### config.mk
export PLATFORM = sky130hd
export DESIGN_NAME = mips_instr_encoder_loader_flat
export DESIGN_NICKNAME = d
export VERILOG_FILES = /design/src/rtl/mips_pkg.sv /design/src/rtl/mips_instr_encoder_loader_if.sv /design/src/rtl/mips_instr_pack.sv /design/src/rtl/mips_instr_encoder_loader.sv /design/src/flat_wrapper.sv
export SDC_FILE = /design/constraint.sdc
export NUM_CORES = 1
export LEC_CHECK = 0
export CAP_MARGIN = 20
export CORE_UTILIZATION = 45
export CTS_BUF_LIST = sky130_fd_sc_hd__clkbuf_8
export DETAILED_ROUTE_END_ITERATION = 10
export PLACE_DENSITY = 0.85
export RECOVER_POWER = 25
export SETUP_SLACK_MARGIN = 0.5
export SLEW_MARGIN = 10
export SYNTH_ARGS = -nofsm -noshare
export SYNTH_HDL_FRONTEND = slang
export SYNTH_HIERARCHICAL = 1
export SYNTH_SLANG_ARGS = --single-unit
### constraint.sdc
create_clock -name clk -period 3.7 [get_ports clk]
set_input_delay 0.74 -clock clk [delete_from_list [all_inputs] [get_ports clk]]
set_output_delay 0.74 -clock clk [all_outputs]
set_load 0.005 [all_outputs]
### src/rtl/mips_pkg.sv
// Shared MIPS definitions: mnemonics, opcode/funct constants and the loader FSM state type.
package mips_pkg;

  typedef enum logic [4:0] {
    NEM_ZERO    = 5'd0,
    NEM_ADD     = 5'd1,
    NEM_ADDI    = 5'd2,
    NEM_ADDIU   = 5'd3,
    NEM_AND     = 5'd4,
    NEM_ABS     = 5'd5,
    NEM_BEQ     = 5'd6,
    NEM_JUMP    = 5'd7,
    NEM_LW      = 5'd8,
    NEM_OR      = 5'd9,
    NEM_SLT     = 5'd10,
    NEM_SUB     = 5'd11,
    NEM_SW      = 5'd12,
    NEM_XOR     = 5'd13,
    NEM_ILLEGAL = 5'd31
  } t_instr_pnmen;

  localparam logic [5:0] OP_ZERO  = 6'h00;
  localparam logic [5:0] OP_JUMP  = 6'h02;
  localparam logic [5:0] OP_BEQ   = 6'h04;
  localparam logic [5:0] OP_ADDI  = 6'h08;
  localparam logic [5:0] OP_ADDIU = 6'h09;
  localparam logic [5:0] OP_ABS   = 6'h1C;
  localparam logic [5:0] OP_LW    = 6'h23;
  localparam logic [5:0] OP_SW    = 6'h2B;

  localparam logic [5:0] FUNCT_ADD = 6'h20;
  localparam logic [5:0] FUNCT_SUB = 6'h22;
  localparam logic [5:0] FUNCT_AND = 6'h24;
  localparam logic [5:0] FUNCT_OR  = 6'h25;
  localparam logic [5:0] FUNCT_XOR = 6'h26;
  localparam logic [5:0] FUNCT_SLT = 6'h2A;

  localparam logic [4:0] SHAMT_ZERO = 5'b0;

  typedef enum logic [1:0] {
    IDLE   = 2'd0,
    LOAD   = 2'd1,
    VERIFY = 2'd2,
    DONE   = 2'd3
  } t_enc_state;

  function automatic logic [31:0] r_word(input logic [4:0] rs, input logic [4:0] rt,
                                         input logic [4:0] rd, input logic [5:0] funct);
    return {OP_ZERO, rs, rt, rd, SHAMT_ZERO, funct};
  endfunction

endpackage

### src/rtl/mips_instr_encoder_loader_if.sv
// Host-side request/control bus and instruction-memory port of the program loader.
interface mips_instr_encoder_loader_if #(
  parameter int ADDR_W = 8,
  parameter int CNT_W  = 9
) ();
  import mips_pkg::*;

  logic              start;
  logic [ADDR_W-1:0] base_addr;
  logic [CNT_W-1:0]  count;
  logic              req_valid;
  logic              req_ready;
  t_instr_pnmen      req_pnem;
  logic [4:0]        req_rs;
  logic [4:0]        req_rt;
  logic [4:0]        req_rd;
  logic [15:0]       req_imm;
  logic [25:0]       req_target;
  logic              imem_we;
  logic [ADDR_W-1:0] imem_addr;
  logic [31:0]       imem_wdata;
  logic [31:0]       imem_rdata;
  logic              busy;
  logic              done;
  logic              err;
  logic [CNT_W-1:0]  words_written;

  modport slave (
    input  start, base_addr, count, req_valid, req_pnem, req_rs, req_rt, req_rd,
           req_imm, req_target, imem_rdata,
    output req_ready, imem_we, imem_addr, imem_wdata, busy, done, err, words_written
  );

  modport master (
    output start, base_addr, count, req_valid, req_pnem, req_rs, req_rt, req_rd,
           req_imm, req_target, imem_rdata,
    input  req_ready, imem_we, imem_addr, imem_wdata, busy, done, err, words_written
  );

endinterface

### src/rtl/mips_instr_pack.sv
// Combinational mnemonic + operand fields -> 32-bit MIPS word; flags mnemonics it cannot encode.
module mips_instr_pack
  import mips_pkg::*;
(
  input  t_instr_pnmen pnem,
  input  logic [4:0]   rs,
  input  logic [4:0]   rt,
  input  logic [4:0]   rd,
  input  logic [15:0]  imm,
  input  logic [25:0]  target,
  output logic [31:0]  word,
  output logic         illegal
);

  always_comb begin
    word    = 32'h0;
    illegal = 1'b0;
    case (pnem)
      NEM_ADD:   word = r_word(rs, rt, rd, FUNCT_ADD);
      NEM_AND:   word = r_word(rs, rt, rd, FUNCT_AND);
      NEM_OR:    word = r_word(rs, rt, rd, FUNCT_OR);
      NEM_SLT:   word = r_word(rs, rt, rd, FUNCT_SLT);
      NEM_SUB:   word = r_word(rs, rt, rd, FUNCT_SUB);
      NEM_XOR:   word = r_word(rs, rt, rd, FUNCT_XOR);
      NEM_ADDI:  word = {OP_ADDI, rs, rt, imm};
      NEM_ADDIU: word = {OP_ADDIU, rs, rt, imm};
      NEM_BEQ:   word = {OP_BEQ, rs, rt, imm};
      NEM_LW:    word = {OP_LW, rs, rt, imm};
      NEM_SW:    word = {OP_SW, rs, rt, imm};
      NEM_JUMP:  word = {OP_JUMP, target};
      NEM_ABS:   word = {OP_ABS, rs, rt, 16'h0};
      NEM_ZERO:  word = 32'h0;
      default:   illegal = 1'b1;
    endcase
  end

endmodule

### src/rtl/mips_instr_encoder_loader.sv
// Encodes instruction requests and writes them sequentially into instruction memory.
// Optional write-then-read verification is enabled with MIPS_ENC_READBACK_EN.
module mips_instr_encoder_loader
  import mips_pkg::*;
#(
  parameter int ADDR_W = 8,
  parameter int CNT_W  = 9
) (
  input logic                       clk,
  input logic                       rst,
  mips_instr_encoder_loader_if.slave bus
);

  t_enc_state        state_reg, state_next;
  logic [ADDR_W-1:0] addr_reg;
  logic [ADDR_W-1:0] addr_out_reg;
  logic [CNT_W-1:0]  remaining_reg;
  logic [CNT_W-1:0]  words_reg;
  logic [31:0]       wdata_reg;
  logic              we_reg;
  logic              err_reg;
  logic              ready;
  logic              accept;
  logic              start_ok;
  logic [31:0]       enc_word;
  logic              enc_illegal;

  mips_instr_pack u_pack (
    .pnem    (bus.req_pnem),
    .rs      (bus.req_rs),
    .rt      (bus.req_rt),
    .rd      (bus.req_rd),
    .imm     (bus.req_imm),
    .target  (bus.req_target),
    .word    (enc_word),
    .illegal (enc_illegal)
  );

  always_ff @(posedge clk or negedge rst) begin
    if (!rst) state_reg <= IDLE;
    else      state_reg <= state_next;
  end

  always_comb begin
    state_next = state_reg;
    ready      = 1'b0;
    case (state_reg)
      IDLE: begin
        if (bus.start) state_next = (bus.count == '0) ? DONE : LOAD;
      end
      LOAD: begin
`ifdef MIPS_ENC_READBACK_EN
        ready = (remaining_reg != '0) && !we_reg;
        if (we_reg) state_next = VERIFY;
`else
        // remaining only reaches zero through an accept, so this cycle carries the final write
        ready = (remaining_reg != '0);
        if (remaining_reg == '0) state_next = DONE;
`endif
      end
`ifdef MIPS_ENC_READBACK_EN
      VERIFY: state_next = (remaining_reg == '0) ? DONE : LOAD;
`endif
      DONE:    state_next = IDLE;
      default: state_next = IDLE;
    endcase
  end

  assign accept   = ready & bus.req_valid;
  assign start_ok = (state_reg == IDLE) & bus.start;

`ifdef MIPS_ENC_READBACK_EN
  logic chk_reg;
`else
  logic unused_rdata;
  assign unused_rdata = ^bus.imem_rdata;
`endif

  always_ff @(posedge clk or negedge rst) begin
    if (!rst) begin
      addr_reg      <= '0;
      addr_out_reg  <= '0;
      remaining_reg <= '0;
      words_reg     <= '0;
      wdata_reg     <= 32'h0;
      we_reg        <= 1'b0;
      err_reg       <= 1'b0;
`ifdef MIPS_ENC_READBACK_EN
      chk_reg       <= 1'b0;
`endif
    end else begin
      we_reg <= accept;
      if (start_ok) begin
        addr_reg      <= bus.base_addr;
        remaining_reg <= bus.count;
        err_reg       <= 1'b0;
        words_reg     <= '0;
      end
      if (accept) begin
        wdata_reg     <= enc_word;
        addr_out_reg  <= addr_reg;
        addr_reg      <= addr_reg + 1'b1;
        remaining_reg <= remaining_reg - 1'b1;
        words_reg     <= words_reg + 1'b1;
        if (enc_illegal) err_reg <= 1'b1;
      end
`ifdef MIPS_ENC_READBACK_EN
      // read issued in VERIFY returns one cycle later; wdata_reg still holds the checked word
      chk_reg <= (state_reg == VERIFY);
      if (chk_reg && (bus.imem_rdata != wdata_reg)) err_reg <= 1'b1;
`endif
    end
  end

  assign bus.req_ready     = ready;
  assign bus.imem_we       = we_reg;
  assign bus.imem_addr     = addr_out_reg;
  assign bus.imem_wdata    = wdata_reg;
  assign bus.busy          = (state_reg != IDLE);
  assign bus.done          = (state_reg == DONE);
  assign bus.err           = err_reg;
  assign bus.words_written = words_reg;

endmodule
### src/flat_wrapper.sv
// flat-port wrapper written by rule: the top's interface ports become plain ports
module mips_instr_encoder_loader_flat import mips_pkg::*;
#(
  parameter int ADDR_W = 8,
  parameter int CNT_W  = 9
)
  (clk, rst, bus_start, bus_base_addr, bus_count, bus_req_valid, bus_req_pnem, bus_req_rs, bus_req_rt, bus_req_rd, bus_req_imm, bus_req_target, bus_imem_rdata, bus_req_ready, bus_imem_we, bus_imem_addr, bus_imem_wdata, bus_busy, bus_done, bus_err, bus_words_written);
  mips_instr_encoder_loader_if #(.ADDR_W(ADDR_W), .CNT_W(CNT_W)) bus_i ();
  input logic clk;
  input logic rst;
  input wire logic [$bits(bus_i.start)-1:0] bus_start;
  input wire logic [$bits(bus_i.base_addr)-1:0] bus_base_addr;
  input wire logic [$bits(bus_i.count)-1:0] bus_count;
  input wire logic [$bits(bus_i.req_valid)-1:0] bus_req_valid;
  input wire logic [$bits(bus_i.req_pnem)-1:0] bus_req_pnem;
  input wire logic [$bits(bus_i.req_rs)-1:0] bus_req_rs;
  input wire logic [$bits(bus_i.req_rt)-1:0] bus_req_rt;
  input wire logic [$bits(bus_i.req_rd)-1:0] bus_req_rd;
  input wire logic [$bits(bus_i.req_imm)-1:0] bus_req_imm;
  input wire logic [$bits(bus_i.req_target)-1:0] bus_req_target;
  input wire logic [$bits(bus_i.imem_rdata)-1:0] bus_imem_rdata;
  output wire logic [$bits(bus_i.req_ready)-1:0] bus_req_ready;
  output wire logic [$bits(bus_i.imem_we)-1:0] bus_imem_we;
  output wire logic [$bits(bus_i.imem_addr)-1:0] bus_imem_addr;
  output wire logic [$bits(bus_i.imem_wdata)-1:0] bus_imem_wdata;
  output wire logic [$bits(bus_i.busy)-1:0] bus_busy;
  output wire logic [$bits(bus_i.done)-1:0] bus_done;
  output wire logic [$bits(bus_i.err)-1:0] bus_err;
  output wire logic [$bits(bus_i.words_written)-1:0] bus_words_written;
  assign bus_i.start = bus_start;
  assign bus_i.base_addr = bus_base_addr;
  assign bus_i.count = bus_count;
  assign bus_i.req_valid = bus_req_valid;
  assign bus_i.req_pnem = bus_req_pnem;
  assign bus_i.req_rs = bus_req_rs;
  assign bus_i.req_rt = bus_req_rt;
  assign bus_i.req_rd = bus_req_rd;
  assign bus_i.req_imm = bus_req_imm;
  assign bus_i.req_target = bus_req_target;
  assign bus_i.imem_rdata = bus_imem_rdata;
  assign bus_req_ready = bus_i.req_ready;
  assign bus_imem_we = bus_i.imem_we;
  assign bus_imem_addr = bus_i.imem_addr;
  assign bus_imem_wdata = bus_i.imem_wdata;
  assign bus_busy = bus_i.busy;
  assign bus_done = bus_i.done;
  assign bus_err = bus_i.err;
  assign bus_words_written = bus_i.words_written;
  mips_instr_encoder_loader #(.ADDR_W(ADDR_W), .CNT_W(CNT_W)) u_core (.clk(clk), .rst(rst), .bus(bus_i));
endmodule
* Word level (Yosys, flattened, before mapping) *
Index checks and enable logic that the tools add are counted.

storage, ports and cells
  register bits after elaboration = 70
  input bits = 115
  logic and storage cells = 54

operators by class
  $add $sub $neg = 3
  eq/ne operators = 17
  muxes and demuxes = 15
  bitwise operators = 2
  reduce and logical (&&, ||, !) cells = 9

operator list
  cell                 count
  $pmux 32 s13         1
  $mux 9               4
  $eq 5x4->1 const B   6
  $eq 5x3->1 const B   4
  $logic_not 9->1      2
  $mux 8               2
  $reduce_or 14->1     1
  $eq 5x2->1 const B   2
  $add 9x1->9 const B  1
  $reduce_bool 9->1    1
  $sub 9x1->9 const B  1
  $add 8x1->8 const B  1
  $mux 2               3
  $eq 5x1->1 const B   1
  $logic_not 5->1      1
  $mux 1               4
  $pmux 2 s2           1
  $reduce_bool 2->1    2
  $and 1x1->1          2
  $eq 2x1->1 const B   1
  $eq 2x2->1 const B   1
  $logic_not 2->1      1
  $ne 2x1->1 const B   1
  $ne 2x2->1 const B   1
  $reduce_and 2->1     1

* Longest topological paths before layout *
Gate-level depths: netlist (run 1).

  depth after elaboration = 5
  gate-level depth with buffers = 11
  depth with buffers taken out = 7

* Cells and area by module *
Netlist (run 1), hierarchy kept.

by module, submodules not included
  module                     times used  cells each  area an instance (µm²)  sequential area each (µm²)
  mips_instr_encoder_loader  1           334         3144.3                  1751.7
  mips_instr_pack            1           93          636.9                   0.0

* Least setup slack after synthesis (run 1) *
OpenSTA, ideal clock, no wires.

  kind = flip-flop to flip-flop
  start point = reg u_core.remaining_reg[0]
  end point = reg u_core.addr_reg[4]
  setup time = 0.126 ns
  arrival = 2.272 ns
  path slack = 1.302 ns
  stages on the path, launching flop included = 10
  buffers on the path = 2
  clock period less this slack = 2.398 ns
  path through = dfrtp_1 -> inv_1 -> ha_1 -> or3b_2 -> clkbuf_1 -> o311ai_4 -> inv_2 -> buf_6 -> mux2_4 -> a221o_1

on the way
  longest elaborated chain between the ends = 4
  elaborated cells between the ends (all ways) = 5
  classes of those cells = mux: 2; bitwise: 1; reduce/logical: 2

RTL lines
  item                                         line                              source
  start: declaration                           mips_instr_encoder_loader.sv:17   logic [CNT_W-1:0] remaining_reg;
  start signal: assignment                     mips_instr_encoder_loader.sv:95   remaining_reg <= bus.count;
  start signal: assignment                     mips_instr_encoder_loader.sv:103  remaining_reg <= remaining_reg - 1'b1;
  $reduce_bool 9->1 (*)                        mips_instr_encoder_loader.sv:57   ready = (remaining_reg != '0);
  $mux 1 (*)                                   mips_instr_encoder_loader.sv:47   case (state_reg)
  $and 1x1->1 (*)                              mips_instr_encoder_loader.sv:69   assign accept = ready & bus.req_valid;
  $mux 8 or $reduce_bool 2->1 (tied branches)  n/a
  end signal: assignment                       mips_instr_encoder_loader.sv:94   addr_reg <= bus.base_addr;
  end signal: assignment                       mips_instr_encoder_loader.sv:102  addr_reg <= addr_reg + 1'b1;
  end: declaration                             mips_instr_encoder_loader.sv:15   logic [ADDR_W-1:0] addr_reg;

Every way passes the cells marked *; elsewhere a longest branch is shown, timed or not.
A chain may end at the register's enable or synchronous reset.

* Final worst setup path (run 1) *
  start point = reg u_core.remaining_reg[0]
  end point = out bus_req_ready

on the way
  longest elaborated chain between the ends = 2

RTL lines
  item               line                             source
  $reduce_bool 9->1  mips_instr_encoder_loader.sv:57
  $mux 1             mips_instr_encoder_loader.sv:47
  end: declaration   flat_wrapper.sv:22               output wire logic [$bits(bus_i.req_ready)-1:0] bus_req_ready;

No other way between the ends.

==> flow_metrics.env, run 1 <==
export IMPL_r2r_cells=7
export IMPL_sw_frac_of_total=0.340
export IMPL_synthMuxAreaShare=0.0318
export IMPL_fp_coreArea_um2=8180
export IMPL_num_nets_final=673
export IMPL_synthSimpleGateAreaFrac=0.284
export IMPL_grt_max_degree=71
export IMPL_fillers=680
export IMPL_rrSetupSlack_ns=0.89
export IMPL_worst_pin_slew_ns=1.74
export IMPL_wl_per_cell_um=15.0
export IMPL_global_route_overflow_total=0
export IMPL_die_area_um2=8770
export IMPL_post_cts_setup_buffers=0
export IMPL_failed_checks="capacitance limit, slew limit"
export IMPL_start_kind="flip-flop"
export IMPL_finalSetupTns_ns=0
export IMPL_ys_seq_area_frac=0.463
export IMPL_grtUsageTotal=0.235
export IMPL_ant_nets=0
export IMPL_async_flop_share=1.00
export IMPL_hold_violations=0
export IMPL_hold_path_class="flip-flop to flip-flop"
export IMPL_synth_edf_count=0
export IMPL_vias_per_cell=5.45
export IMPL_via_count=3621
export IMPL_syn_area_um2=3780
export IMPL_maxSlewHeadroom=-0.157
export IMPL_drcViolationCount=0
export IMPL_die_height_um=93.7
export IMPL_clock_sinks=70
export IMPL_critPathRequiredTime_ns=2.96
export IMPL_final_util=0.659
export IMPL_largest_reg_flops=32
export IMPL_cp_arrival_ns=2.27
export IMPL_final_cell_mix="nand2_1, clkdlybuf4s50_1, dfrtp_1"
export IMPL_synth_compound_area_frac=0.162
export IMPL_pwr_share_comb=0.372
export IMPL_diodes=0
export IMPL_clock_root_buffer="clkbuf_8"
export IMPL_reg2reg_to="u_core/bus.words_written[2]"
export IMPL_hpwl_mm=7.09
export IMPL_grt_pass1_vias=3483
export IMPL_finalClockSkew_ns=0.00736
export IMPL_power_w=0.00289
export IMPL_maxCapViolCount=1
export IMPL_hp_start="u_core/bus.imem_addr[5]"
export IMPL_clk_insertion_delay_late_ns=0.33
export IMPL_yosysWarnings=6
export IMPL_ir_drop_mv=0.221
export IMPL_power_switching_w=0.000984
export IMPL_fmax_mhz=332
export IMPL_synth_seq_cells=70
export IMPL_r2r_start="u_core/remaining_reg[0]"
export IMPL_synth_top_family_by_area="simple AND/OR/NAND/NOR gates"
export IMPL_synth_cell_types=58
export IMPL_critical_path_class="flip-flop to output pin"
export IMPL_synthAdderAreaFrac=0.00993
export IMPL_cts_tree="done"
export IMPL_critPathMaxFanout=8
export IMPL_worstHoldPathCells=2
export IMPL_synthFlopType="dfrtp_1"
export IMPL_p_per_area_nw_per_um2=537
export IMPL_grt_pass1_wl_mm=16.4
export IMPL_fp_row_count=33
export IMPL_io_pins=169
export IMPL_synth_avg_cell_area_um2=8.86
export IMPL_cp_end_kind="output pin"
export IMPL_cts_max_path_buffers=2
export IMPL_whs_endpoint="u_core/bus.imem_addr[5]"
export IMPL_rsz0062_at_grt="no"
export IMPL_status="finished, violations left"
export IMPL_slowest_stage="or3b_2"
export IMPL_mostFrequentLayoutCell="nand2_1"
export IMPL_routabilityCongestion=0.870
export IMPL_syn_num_nets=545
export IMPL_path_clk_slew_ns=0.07
export IMPL_h_tree_depth=3
export IMPL_p_seq_frac=0.422
export IMPL_ctsResizeCount=0
export IMPL_slowest_delay_ns=0.58
export IMPL_syn_to_final_growth_pct=42.5
export IMPL_grt_antenna_before_repair=0
export IMPL_p_clk_frac=0.207
export IMPL_cp_cell_sequence="inv_1 > ha_1 > or3b_2 > nor3_2 > nor2b_1 > clkdlybuf4s50_1"
export IMPL_layout_drive_gt1_share=0.0769
export IMPL_p_int_w=0.00191
export IMPL_synthXorXnorAreaFrac=0.00463
export IMPL_wirelength_mm=9.95
export IMPL_p_leak_nw=2.43
export IMPL_cts_buffers=9
export IMPL_die_width_um=93.7
export IMPL_cts_hold_fix_buffers=0
export IMPL_syn_inst=427
export IMPL_portBuffers=136
export IMPL_slew_viol_final=71
export IMPL_period_needed_ns=3.01
export IMPL_dr_pass1_iters=5
export IMPL_initial_utilization=0.463
export IMPL_setup_viol=0
export IMPL_period_share=0.814
export IMPL_drt_iter0_drc=134
metrics by stage:
stage	instance area [um2]	hold WS (ns)	cells	setup slack, ns
global route	5390	0.493	664	0.506
CTS	5380	0.480	664	0.607
global placement	5190	0.459	649	0.951
detailed placement	5190	0.461	649	0.910
floorplan	3780	0.444	427	1.30
finish	5390	0.473	664	0.689
Yosys cell counts (all sizes together) (4+ instances only):
cell / n / area share
nand2b: 4 / 0.0066
nor2: 16 / 0.016
o311ai: 6 / 0.019
buf: 14 / 0.023
inv: 9 / 0.0089
or4: 4 / 0.0089
a21oi: 6 / 0.0089
o21ai: 11 / 0.015
and3: 4 / 0.0066
a221o: 13 / 0.034
mux2: 5 / 0.016
and2: 6 / 0.0099
dfrtp: 70 / 0.46
clkbuf: 12 / 0.012
nand3: 14 / 0.019
nand2: 146 / 0.14
nor4: 6 / 0.012
a22o: 19 / 0.044
nor3: 12 / 0.020
mux2i: 6 / 0.016
metal layers:
| metal | GRT usage | vias up | wire, um |
|---|---|---|---|
| li1 | - | 1754 | - |
| met3 | 0.0631 | 8 | 721 |
| met1 | 0.305 | 1708 | 4250 |
| met5 | 0 | - | 0 |
| met2 | 0.388 | 151 | 4890 |
| met4 | 0.0654 | 0 | 78 |
area by class of cell:
class	instances	area (um2)	share of cell area
clock inverters	5	51.3	0.00952
repair buffers	143	1410	0.262
clock buffers	10	138	0.0256
well taps	105	131	0.0244
flip-flops and latches	70	1750	0.325
inverters	9	33.8	0.00627
multi-input cells	322	1870	0.348
worst max-delay path by stage:
stage | startpoint | to | slack (ns) | cells after the start
after global routing | u_core/remaining_reg[0] | bus_req_ready | 0.51 | 6
after CTS | u_core/remaining_reg[0] | bus_req_ready | 0.61 | 6
after detailed placement | bus_req_pnem[1] | u_core/bus.imem_wdata[12] | 0.91 | 8
final | u_core/remaining_reg[0] | bus_req_ready | 0.69 | 6
after floorplan | u_core/remaining_reg[0] | u_core/addr_reg[4] | 1.30 | 9
after global placement | bus_req_pnem[1] | u_core/bus.imem_wdata[11] | 0.95 | 8
critical path: cells and delay by family (launching register included):
kind	cells	cell delay (ns)
simple gates	3	0.80
buf+inv	2	0.55
flops	1	0.40
fa+ha+maj	1	0.20
cell families (layout without fill, tap and decap cells):
family	Yosys count	after routing
flops	70	70
buf+inv	35	167
xor+xnor	2	2
simple gates	233	233
fa+ha+maj	3	3
compound gates	73	73
mux	11	11
power by group through the flow:
stage	registers [W]	clock network, W	logic [W]
floorplan	0.00119	0	0.000551
global placement	0.00121	0	0.00104
detailed placement	0.00123	0	0.00108
CTS	0.00122	0.000612	0.00108
global route	0.00126	0.000648	0.00119
finish	0.00122	0.000598	0.00108
(Power assumes the default switching activity.)
==> inputs of run 2 (changes only) <==
--- a/config.mk
+++ b/config.mk
@@ -6,10 +6,10 @@
 export NUM_CORES = 1
 export LEC_CHECK = 0
 export CAP_MARGIN = 20
-export CORE_UTILIZATION = 45
+export CORE_UTILIZATION = 43
 export CTS_BUF_LIST = sky130_fd_sc_hd__clkbuf_8
 export DETAILED_ROUTE_END_ITERATION = 10
-export PLACE_DENSITY = 0.85
+export PLACE_DENSITY = 0.82
 export RECOVER_POWER = 25
 export SETUP_SLACK_MARGIN = 0.5
 export SLEW_MARGIN = 10
==> constraint.sdc (replaced) <==
create_clock -name clk -period 2.83 [get_ports clk]
set_input_delay 0.566 -clock clk [delete_from_list [all_inputs] [get_ports clk]]
set_output_delay 0.566 -clock clk [all_outputs]
set_load 0.005 [all_outputs]
==> run 2 against run 1 <==
Against the previous run:
- the run still ends with capacitance limit, slew limit left
- first-iteration DRC count is 46% higher
- clock skew grew 0.0026 ns
- sequential power up 30%
- clock power rose by 12%
- critical path depth fell by 1
- via count up 3.0%
- hold slack better by 0.0035 ns
- highest routed layer unchanged
- sequential share of layout area down 0.92 points
- cell area grew 2.9%
- count of clock-buffer cells in the layout down 1
- routed wire length is 2.7% higher
- critical path type is now flip-flop to flip-flop
- setup slack lost 0.19 ns
==> flow_metrics.env, run 2 (synthesis gave the netlist of run 1 again) <==
export IMPL_grt_pass1_vias=3579
export IMPL_period_share=0.825
export IMPL_period_needed_ns=2.33
export IMPL_num_nets_final=690
export IMPL_portBuffers=136
export IMPL_critPathMaxFanout=23
export IMPL_multi_input_area_um2=1900
export IMPL_power_w=0.00380
export IMPL_cts_buffers=9
export IMPL_maxSlewHeadroom=-0.137
export IMPL_clock_root_buffer="clkbuf_8"
export IMPL_die_height_um=95.8
export IMPL_maxCapViolCount=1
export IMPL_layout_drive_gt1_share=0.111
export IMPL_global_route_overflow_total=0
export IMPL_dr_pass1_iters=4
export IMPL_grtUsageTotal=0.231
export IMPL_ant_nets=0
export IMPL_drcViolationCount=0
export IMPL_failed_checks="capacitance limit, slew limit"
export IMPL_syn_to_final_growth_pct=46.6
export IMPL_hold_violations=0
export IMPL_grt_pass1_wl_mm=16.4
export IMPL_via_count=3731
export IMPL_p_per_area_nw_per_um2=686
export IMPL_clock_sinks=70
export IMPL_grt_max_degree=71
export IMPL_p_leak_nw=2.51
export IMPL_finalClockSkew_ns=0.00992
export IMPL_final_util=0.661
export IMPL_wl_per_cell_um=15.0
export IMPL_routabilityCongestion=0.815
export IMPL_hpwl_mm=7.14
export IMPL_start_kind="flip-flop"
export IMPL_final_cell_mix="nand2_1, clkdlybuf4s50_1, dfrtp_1"
export IMPL_initial_utilization=0.451
export IMPL_finalSetupTns_ns=0
export IMPL_vias_per_cell=5.48
export IMPL_cp_end_kind="flip-flop"
export IMPL_setup_viol=0
export IMPL_die_width_um=95.8
export IMPL_grt_antenna_before_repair=0
export IMPL_wirelength_mm=10.2
export IMPL_largest_reg_flops=32
export IMPL_instances_no_fill=681
export IMPL_worst_pin_slew_ns=1.71
export IMPL_ir_drop_mv=0.281
export IMPL_path_clk_slew_ns=0.08
export IMPL_fmax_mhz=429
export IMPL_h_tree_depth=3
export IMPL_die_area_um2=9170
export IMPL_placed_cells_incl_taps=655
export IMPL_io_pins=169
export IMPL_fp_coreArea_um2=8380
export IMPL_status="finished, violations left"
export IMPL_slew_viol_final=71
export IMPL_regArea_um2=1750
export IMPL_rsz0062_at_grt="yes"
export IMPL_fillers=680
export IMPL_diodes=0
export IMPL_critPathRequiredTime_ns=3.05
export IMPL_drt_iter0_drc=195
export IMPL_fp_row_count=33
export IMPL_hold_path_class="flip-flop to flip-flop"
export IMPL_critical_path_class="flip-flop to flip-flop"
export IMPL_clk_insertion_delay_late_ns=0.34
export IMPL_cts_max_path_buffers=2
export IMPL_cp_arrival_ns=2.55
export IMPL_cts_tree="done"
export IMPL_mostFrequentLayoutCell="nand2_1"
run 2: path summary, 6_finish.rpt:
path	cells after the start	to	slack [ns]	start
setup reg to reg	5	u_core/addr_reg[4]	0.50	u_core/remaining_reg[5]
hold reg to reg	2	u_core/bus.imem_wdata[16]	0.48	u_core/bus.imem_wdata[16]
setup / recovery	5	u_core/addr_reg[4]	0.50	u_core/remaining_reg[5]
min in group asynchronous	1	u_core/remaining_reg[4]	0.67	rst
max in group asynchronous	1	u_core/bus.imem_wdata[28]	1.14	rst
hold / removal	2	u_core/bus.imem_wdata[16]	0.48	u_core/bus.imem_wdata[16]
run 2: power breakdown:
group / total [W] / internal, W / leakage [nW] / switching, W
clock network: 0.000668 / 0.000304 / 0.0835 / 0.000364
registers: 0.00158 / 0.00130 / 0.898 / 0.000277
logic: 0.00155 / 0.000876 / 1.53 / 0.000678
total: 0.00380 / 0.00248 / 2.51 / 0.00132
run 2: worst max-delay path: stages, from the launching register on:
cell and delay, ns:
dfrtp_1 0.41, or4_4 0.59, o311ai_4 0.43, inv_6 0.16, mux2_4 0.33, a221o_1 0.30
run 2: final cells by class:
cell class,instances,share of cell area
clock buffers,9,0.0223
multi-input cells,322,0.342
well taps,105,0.0237
inverters,9,0.00700
repair buffers,160,0.283
flip-flops and latches,70,0.316
clock inverters,6,0.00587
run 2: metal layers:
layer,vias to the layer above,part of all wire,track usage
li1,1792,-,-
met1,1778,0.41,0.289
met2,149,0.49,0.385
met3,12,0.082,0.0656
met4,0,0.012,0.0759
met5,-,0,0
run 2: repair_timing:
action,4_1_cts,5_1_grt
setup endpoints to repair,30,26
buffers inserted,7,3
pin swaps,3,3
hold buffers,0,0
gates cloned,0,1
gates resized for setup,9,6
run 2: per-stage QoR:
stage | setup slack, ns | cell area (um2) | hold WS (ns)
finish | 0.497 | 5540 | 0.476
CTS | 0.460 | 5480 | 0.376
global route | 0.443 | 5540 | 0.502
global placement | 0.128 | 5260 | 0.458
detailed placement | 0.127 | 5260 | 0.461
floorplan | 0.539 | 3810 | 0.270
